===== src/rtl/ref_buf_axi_wr_arbiter.sv =====
// ---------------------------------------------------------------------------
// ref_buf_axi_wr_arbiter
//
// Purpose:
//   Shares one AXI write port to DDR between two write masters:
//     requester 0 - reference-buffer (DPB pixel) writeback
//     requester 1 - collocated-MV writeback
//   Arbitration is round-robin at burst granularity. A grant covers the AW
//   handshake and every W beat up to and including wlast. Requester 0 wins
//   the first contended grant after reset.
//
// Optional feature (compile-time macro REF_BUF_WR_ARB_BRESP_ROUTE_EN):
//   defined   - a FIFO of requester IDs tracks bursts awaiting a B response.
//               Responses are routed to the issuing requester in order, and
//               new grants are withheld while the FIFO is full.
//   undefined - no tracking; m_bready is tied high, sN_bvalid/sN_bresp are 0,
//               and grants are never blocked.
//
// Handshake rule: a transfer happens on a rising clk edge where valid and
// ready are both high. An AW request must hold awvalid/addr/len stable until
// it is accepted; W beats are passed through unchanged, and the requester's
// wlast marks the end of the burst (beats are not counted here).
//
// Ports:
//   clk, reset_n                 clock, asynchronous active-low reset
//   sN_aw{valid,addr,len}        requester N address request (N = 0, 1)
//   sN_awready                   requester N address accepted
//   sN_w{data,strb,last,valid}   requester N write data
//   sN_wready                    requester N data accepted
//   sN_bvalid, sN_bresp          routed write response to requester N
//   sN_bready                    requester N response ready
//   m_aw{valid,addr,len}/awready shared AW channel to the interconnect
//   m_w{valid,data,strb,last}    shared W channel to the interconnect
//   m_wready                     interconnect data ready
//   m_bvalid, m_bresp, m_bready  shared B channel from the interconnect
//   dbg_state_o                  current arbiter state (IDLE/ADDR/DATA)
// ---------------------------------------------------------------------------
module ref_buf_axi_wr_arbiter #(
    parameter int AXI_ADDR_WDTH = 32,
    parameter int AXI_DATA_WDTH = 512,
    parameter int OUTST_DEPTH   = 4
) (
    input  logic                         clk,
    input  logic                         reset_n,

    input  logic                         s0_awvalid,
    output logic                         s0_awready,
    input  logic [AXI_ADDR_WDTH-1:0]     s0_awaddr,
    input  logic [7:0]                   s0_awlen,
    input  logic [AXI_DATA_WDTH-1:0]     s0_wdata,
    input  logic [AXI_DATA_WDTH/8-1:0]   s0_wstrb,
    input  logic                         s0_wlast,
    input  logic                         s0_wvalid,
    output logic                         s0_wready,
    output logic                         s0_bvalid,
    output logic [1:0]                   s0_bresp,
    input  logic                         s0_bready,

    input  logic                         s1_awvalid,
    output logic                         s1_awready,
    input  logic [AXI_ADDR_WDTH-1:0]     s1_awaddr,
    input  logic [7:0]                   s1_awlen,
    input  logic [AXI_DATA_WDTH-1:0]     s1_wdata,
    input  logic [AXI_DATA_WDTH/8-1:0]   s1_wstrb,
    input  logic                         s1_wlast,
    input  logic                         s1_wvalid,
    output logic                         s1_wready,
    output logic                         s1_bvalid,
    output logic [1:0]                   s1_bresp,
    input  logic                         s1_bready,

    output logic                         m_awvalid,
    output logic [AXI_ADDR_WDTH-1:0]     m_awaddr,
    output logic [7:0]                   m_awlen,
    input  logic                         m_awready,
    output logic                         m_wvalid,
    output logic [AXI_DATA_WDTH-1:0]     m_wdata,
    output logic [AXI_DATA_WDTH/8-1:0]   m_wstrb,
    output logic                         m_wlast,
    input  logic                         m_wready,
    input  logic                         m_bvalid,
    input  logic [1:0]                   m_bresp,
    output logic                         m_bready,

    output logic [1:0]                   dbg_state_o
);

    typedef enum logic [1:0] {
        ST_IDLE = 2'd0,
        ST_ADDR = 2'd1,
        ST_DATA = 2'd2
    } state_e;

    state_e state_q, state_d;
    logic   grant_q, grant_d;
    logic   last_grant_q, last_grant_d;
    logic   push;
    logic   fifo_full;

    assign dbg_state_o = state_q;

    // -----------------------------------------------------------------------
    // State registers
    // -----------------------------------------------------------------------
    always_ff @(posedge clk or negedge reset_n) begin
        if (!reset_n) begin
            state_q      <= ST_IDLE;
            grant_q      <= 1'b0;
            last_grant_q <= 1'b1;   // makes requester 0 the first contended winner
        end else begin
            state_q      <= state_d;
            grant_q      <= grant_d;
            last_grant_q <= last_grant_d;
        end
    end

    // -----------------------------------------------------------------------
    // Next state and channel muxing
    // -----------------------------------------------------------------------
    always_comb begin
        state_d      = state_q;
        grant_d      = grant_q;
        last_grant_d = last_grant_q;
        push         = 1'b0;

        m_awvalid    = 1'b0;
        m_awaddr     = '0;
        m_awlen      = '0;
        m_wvalid     = 1'b0;
        m_wdata      = '0;
        m_wstrb      = '0;
        m_wlast      = 1'b0;
        s0_awready   = 1'b0;
        s1_awready   = 1'b0;
        s0_wready    = 1'b0;
        s1_wready    = 1'b0;

        unique case (state_q)
            ST_IDLE: begin
                // The full check uses the registered occupancy, so a response
                // popped in this same cycle does not open a slot yet.
                if ((s0_awvalid || s1_awvalid) && !fifo_full) begin
                    if (s0_awvalid && s1_awvalid) begin
                        grant_d = ~last_grant_q;
                    end else begin
                        grant_d = s1_awvalid;
                    end
                    state_d = ST_ADDR;
                end
            end

            ST_ADDR: begin
                if (grant_q) begin
                    m_awvalid  = s1_awvalid;
                    m_awaddr   = s1_awaddr;
                    m_awlen    = s1_awlen;
                    s1_awready = m_awready;
                end else begin
                    m_awvalid  = s0_awvalid;
                    m_awaddr   = s0_awaddr;
                    m_awlen    = s0_awlen;
                    s0_awready = m_awready;
                end
                if (m_awvalid && m_awready) begin
                    push    = 1'b1;
                    state_d = ST_DATA;
                end
            end

            ST_DATA: begin
                if (grant_q) begin
                    m_wvalid  = s1_wvalid;
                    m_wdata   = s1_wdata;
                    m_wstrb   = s1_wstrb;
                    m_wlast   = s1_wlast;
                    s1_wready = m_wready;
                end else begin
                    m_wvalid  = s0_wvalid;
                    m_wdata   = s0_wdata;
                    m_wstrb   = s0_wstrb;
                    m_wlast   = s0_wlast;
                    s0_wready = m_wready;
                end
                if (m_wvalid && m_wready && m_wlast) begin
                    last_grant_d = grant_q;
                    state_d      = ST_IDLE;
                end
            end

            default: begin
                state_d = ST_IDLE;
            end
        endcase
    end

`ifdef REF_BUF_WR_ARB_BRESP_ROUTE_EN
    // -----------------------------------------------------------------------
    // Outstanding-burst ID FIFO: one entry per accepted AW, popped on each
    // B handshake. Depth is a power of two so the pointers wrap naturally.
    // -----------------------------------------------------------------------
    localparam int PTR_W = (OUTST_DEPTH > 1) ? $clog2(OUTST_DEPTH) : 1;
    localparam int CNT_W = $clog2(OUTST_DEPTH) + 1;
    localparam logic [CNT_W-1:0] FULL_CNT = CNT_W'(OUTST_DEPTH);

    logic [OUTST_DEPTH-1:0] id_fifo_q;
    logic [PTR_W-1:0]       wr_ptr_q;
    logic [PTR_W-1:0]       rd_ptr_q;
    logic [CNT_W-1:0]       cnt_q;
    logic                   fifo_empty;
    logic                   head_id;
    logic                   pop;

    assign fifo_empty = (cnt_q == '0);
    assign fifo_full  = (cnt_q == FULL_CNT);
    assign head_id    = id_fifo_q[rd_ptr_q];

    // A response with nothing outstanding is held off rather than dropped.
    assign m_bready  = !fifo_empty && (head_id ? s1_bready : s0_bready);
    assign s0_bvalid = m_bvalid && !fifo_empty && !head_id;
    assign s1_bvalid = m_bvalid && !fifo_empty &&  head_id;
    assign s0_bresp  = s0_bvalid ? m_bresp : 2'b00;
    assign s1_bresp  = s1_bvalid ? m_bresp : 2'b00;
    assign pop       = m_bvalid && m_bready;

    always_ff @(posedge clk or negedge reset_n) begin
        if (!reset_n) begin
            id_fifo_q <= '0;
            wr_ptr_q  <= '0;
            rd_ptr_q  <= '0;
            cnt_q     <= '0;
        end else begin
            if (push) begin
                id_fifo_q[wr_ptr_q] <= grant_q;
                wr_ptr_q            <= wr_ptr_q + PTR_W'(1);
            end
            if (pop) begin
                rd_ptr_q <= rd_ptr_q + PTR_W'(1);
            end
            unique case ({push, pop})
                2'b10:   cnt_q <= cnt_q + CNT_W'(1);
                2'b01:   cnt_q <= cnt_q - CNT_W'(1);
                default: cnt_q <= cnt_q;
            endcase
        end
    end

    // Simulation-only flag for a response arriving with nothing outstanding.
    always @(posedge clk) begin
        if (reset_n && m_bvalid && fifo_empty) begin
            $error("ref_buf_axi_wr_arbiter: m_bvalid with no outstanding burst");
        end
    end
`else
    // Responses are not tracked: accept and discard every B beat.
    assign fifo_full = 1'b0;
    assign m_bready  = 1'b1;
    assign s0_bvalid = 1'b0;
    assign s1_bvalid = 1'b0;
    assign s0_bresp  = 2'b00;
    assign s1_bresp  = 2'b00;

    logic unused_b;
    assign unused_b = ^{push, s0_bready, s1_bready, m_bvalid, m_bresp};
`endif

endmodule

===== config.mk =====
export PLATFORM = sky130hd
export DESIGN_NAME = ref_buf_axi_wr_arbiter
export DESIGN_NICKNAME = d
export VERILOG_FILES = /design/src/rtl/ref_buf_axi_wr_arbiter.sv
export SDC_FILE = /design/constraint.sdc
export NUM_CORES = 1
export LEC_CHECK = 0
export BUFFER_PORTS_ARGS = -buffer_cell sky130_fd_sc_hd__buf_2
export CORE_AREA = 4 4 725 727
export CTS_CLUSTER_DIAMETER = 40
export DETAILED_ROUTE_END_ITERATION = 12
export DIE_AREA = 0 0 729 731
export GPL_ROUTABILITY_DRIVEN = 0
export REMOVE_ABC_BUFFERS = 1
export SLEW_MARGIN = 20
export SYNTH_ARGS = -nofsm -noshare
export SYNTH_HDL_FRONTEND = slang
export SYNTH_SLANG_ARGS = --single-unit

===== constraint.sdc =====
create_clock -name clk -period 1.4 [get_ports clk]
set_input_delay 0.28 -clock clk [delete_from_list [all_inputs] [get_ports clk]]
set_output_delay 0.28 -clock clk [all_outputs]
set_load 0.005 [all_outputs]

==> flow_metrics.env <==
export IMPL_hpwl_um=465000
export IMPL_period_minus_slack_ps=2370
export IMPL_cp_required_ps=1120
export IMPL_holdPathStages=3
export IMPL_ys_seq_elements=4
export IMPL_initial_core_util_pct=1.88
export IMPL_multi_input_area_um2=10200
export IMPL_layout_drive_gt1_share_pct=67.8
export IMPL_rrSetupSlack_ps=-310
export IMPL_drt_wl_total_um=489000
export IMPL_via_per_inst=2.34
export IMPL_period_share_pct=169
export IMPL_stdcell_count=10656
export IMPL_h_tree_depth=1
export IMPL_clock_tree_root_cell="clkbuf_16"
export IMPL_end_kind="output pin"
export IMPL_critPathArrivalTime_ps=2090
export IMPL_worstSetupStartpointType="flip-flop"
export IMPL_placed_area_um2=29500
export IMPL_violations="setup timing"
export IMPL_ys_seq_area_share_pct=1.04
export IMPL_maxCapViolCount=0
export IMPL_drt_pass1_iterations=5
export IMPL_synth_avg_cell_area_um2=6.92
export IMPL_max_freq_mhz=422
export IMPL_portBuffers=1866
export IMPL_setup_viol=627
export IMPL_crit_path_top_delay_cell="dfrtp_4"
export IMPL_overflow=0
export IMPL_worstRegToRegCells=6
export IMPL_fillers=61460
export IMPL_preCtsSetupSlack_ps=-1180
export IMPL_insertion_delay_ps=260
export IMPL_antenna_found_initial=824
export IMPL_hold_viol=0
export IMPL_grt_pass1_vias=20133
export IMPL_max_slew_margin_pct=63.5
export IMPL_critical_path_startpoint="grant_q$_DFFE_PN0P_"
export IMPL_drt_iter0_markers=1611
export IMPL_worst_slack_ps=-969
export IMPL_hp_class="in -> reg"
export IMPL_holdWs_ps=342
export IMPL_ir_drop_uv=1300
export IMPL_r2r_end="dbg_state_o[1]$_DFFE_PN0P_"
export IMPL_ys_types=21
export IMPL_maxSlewViolCount=0
export IMPL_stdcell_area_um2=33800
export IMPL_grt_pass1_wl_um=527000
export IMPL_ff_latch_area_um2=105
export IMPL_slowest_delay_ps=450
export IMPL_yosysWarningCount=0
export IMPL_vias=24904
export IMPL_io_pins=1879
export IMPL_drtAntennaViolNets=0
export IMPL_numCtsBuffers=3
export IMPL_die_w_um=729
export IMPL_cts_max_path_buffers=2
export IMPL_grt_max_degree=38
export IMPL_die_h_um=731
export IMPL_pwr_density_cell_nw_per_um2=1220
export IMPL_syn_inst=1414
export IMPL_clkTransAtPathRegs_ps=50
export IMPL_final_setup_skew_ps=16.6
export IMPL_p_leak_nw=14.3
export IMPL_crit_fanout=19
export IMPL_dp_cells=10211
export IMPL_fp_coreArea_um2=520000
export IMPL_netlist_area_um2=9780
export IMPL_rows=265
export IMPL_wl_per_cell_um=45.9
export IMPL_remaining_drc_errors=0
export IMPL_syn_to_final_growth_pct=246
export IMPL_r2r_start="grant_q$_DFFE_PN0P_"
export IMPL_die_area_um2=533000
export IMPL_status="finished, violations left"
export IMPL_critical_path_class="reg -> out"
export IMPL_cts_tree="yes"
export IMPL_cp_cell_sequence="buf_16, buf_4, bufbuf_16, mux2i_4, nor2_1, buf_2"
export IMPL_clock_sinks=4
export IMPL_rsz0062_at_grt="true"
export IMPL_setup_worst_path_end="m_awaddr[5]"
export IMPL_nNetsFinal=4594
export IMPL_tightestPinTransition_ps=537
export IMPL_track_usage_pct=17.4
critical path: cells and delay by family (launching register included):
kind	cells	cell delay (ps)
buffers and inverters	4	930
flip-flops	1	450
multiplexers	1	340
AND/OR/NAND/NOR	1	70
worst min path at each step:
| stage | start | to | slack, ps |
|---|---|---|---|
| floorplan | reset_n | dbg_state_o[0]$_DFFE_PN0P_ | -20 |
| global placement | reset_n | dbg_state_o[1]$_DFFE_PN0P_ | 150 |
| CTS | s1_wlast | last_grant_q$_DFFE_PN1P_ | 340 |
| detailed placement | reset_n | grant_q$_DFFE_PN0P_ | 150 |
| global route | s1_wlast | last_grant_q$_DFFE_PN1P_ | 370 |
| finish | s1_wvalid | last_grant_q$_DFFE_PN1P_ | 340 |
metrics by stage:
step	power (mW)	utilization (%)	setup TNS [ps]
after floorplan	4.20	-	-
after global routing	43.5	6.43	-501330
after global placement	32.3	5.67	-290830
final	41.3	6.51	-458310
after CTS	39.2	6.14	-481860
after detailed placement	32.6	5.67	-300610
sequential cells by signal, indices dropped and copies added (netlist names):
name          flops
grant_q           1
dbg_state_o       2
last_grant_q      1
cell usage in the layout, fill, tap and decap left out, drive strengths merged, types with 2 or more instances in the layout:
master,Yosys,final
nand2b,3,3
inv,3,3
nand2,3,3
conb,2,7
diode,0,368
buf,139,2049
nor2,623,623
bufbuf,0,3
nand3b,2,2
mux2i,619,619
o22ai,2,2
clkbuf,7,20
dfrtp,3,3
cell usage after synthesis:
master    number  area [µm²]
a21boi_0       1        7.51
a21oi_1        1        5.00
a32o_1         1        10.0
buf_2         72         360
buf_4         33         248
buf_6         34         383
clkbuf_1       7        26.3
conb_1         2        7.51
dfrtp_1        3        75.1
dfstp_2        1        26.3
inv_1          3        11.3
mux2i_1      619        6200
nand2_1        3        11.3
nand2b_1       3        18.8
nand3_1        1        5.00
nand3b_1       2        15.0
nor2_1       623        2340
nor3_1         1        5.00
nor3b_1        1        7.51
o22ai_1        2        12.5
o32ai_1        1        8.76
routing by layer:
metal  vias up  global-route usage (%)  share of wire [%]  wire length (µm)
li1       9105                       -                  -                 -
met1     10663                    18.7                 37            181000
met2      3155                    25.9                 41            201000
met3      1617                    13.5                 17             82600
met4       364                    6.06                4.5             21800
met5         -                       0               0.53              2600
repair_timing:
action                                 CTS  global route
setup endpoints to repair              626           627
pin swaps                                9            16
buffers inserted                        35            20
cloned                                  10            10
hold buffers                             1             0
endpoints found under the hold margin    3             0
resized for setup                      375           172
cell type report:
class / instances / area share, %
inverters: 3 / 0.0333
well taps: 6942 / 25.7
diodes: 368 / 2.72
repair buffers: 2069 / 40.7
flip-flops and latches: 4 / 0.311
clock buffers: 4 / 0.233
multi-input cells: 1266 / 30.3
report_power, final:
group	switching [mW]	internal, mW
registers	0.0542	0.191
clock network	0.158	0.384
logic	21.6	18.9
logic make-up (layout without fill, tap and decap cells):
| family | Yosys count | in the layout | share of synthesized area [%] |
|---|---|---|---|
| AO/OA/AOI/OAI | 6 | 6 | 0.448 |
| buffers and inverters | 149 | 2076 | 10.5 |
| flip-flops | 4 | 4 | 1.04 |
| multiplexers | 619 | 619 | 63.4 |
| other | 2 | 375 | 0.0768 |
| AND/OR/NAND/NOR | 634 | 634 | 24.6 |
Note: power is estimated with default switching activity, not from simulation.
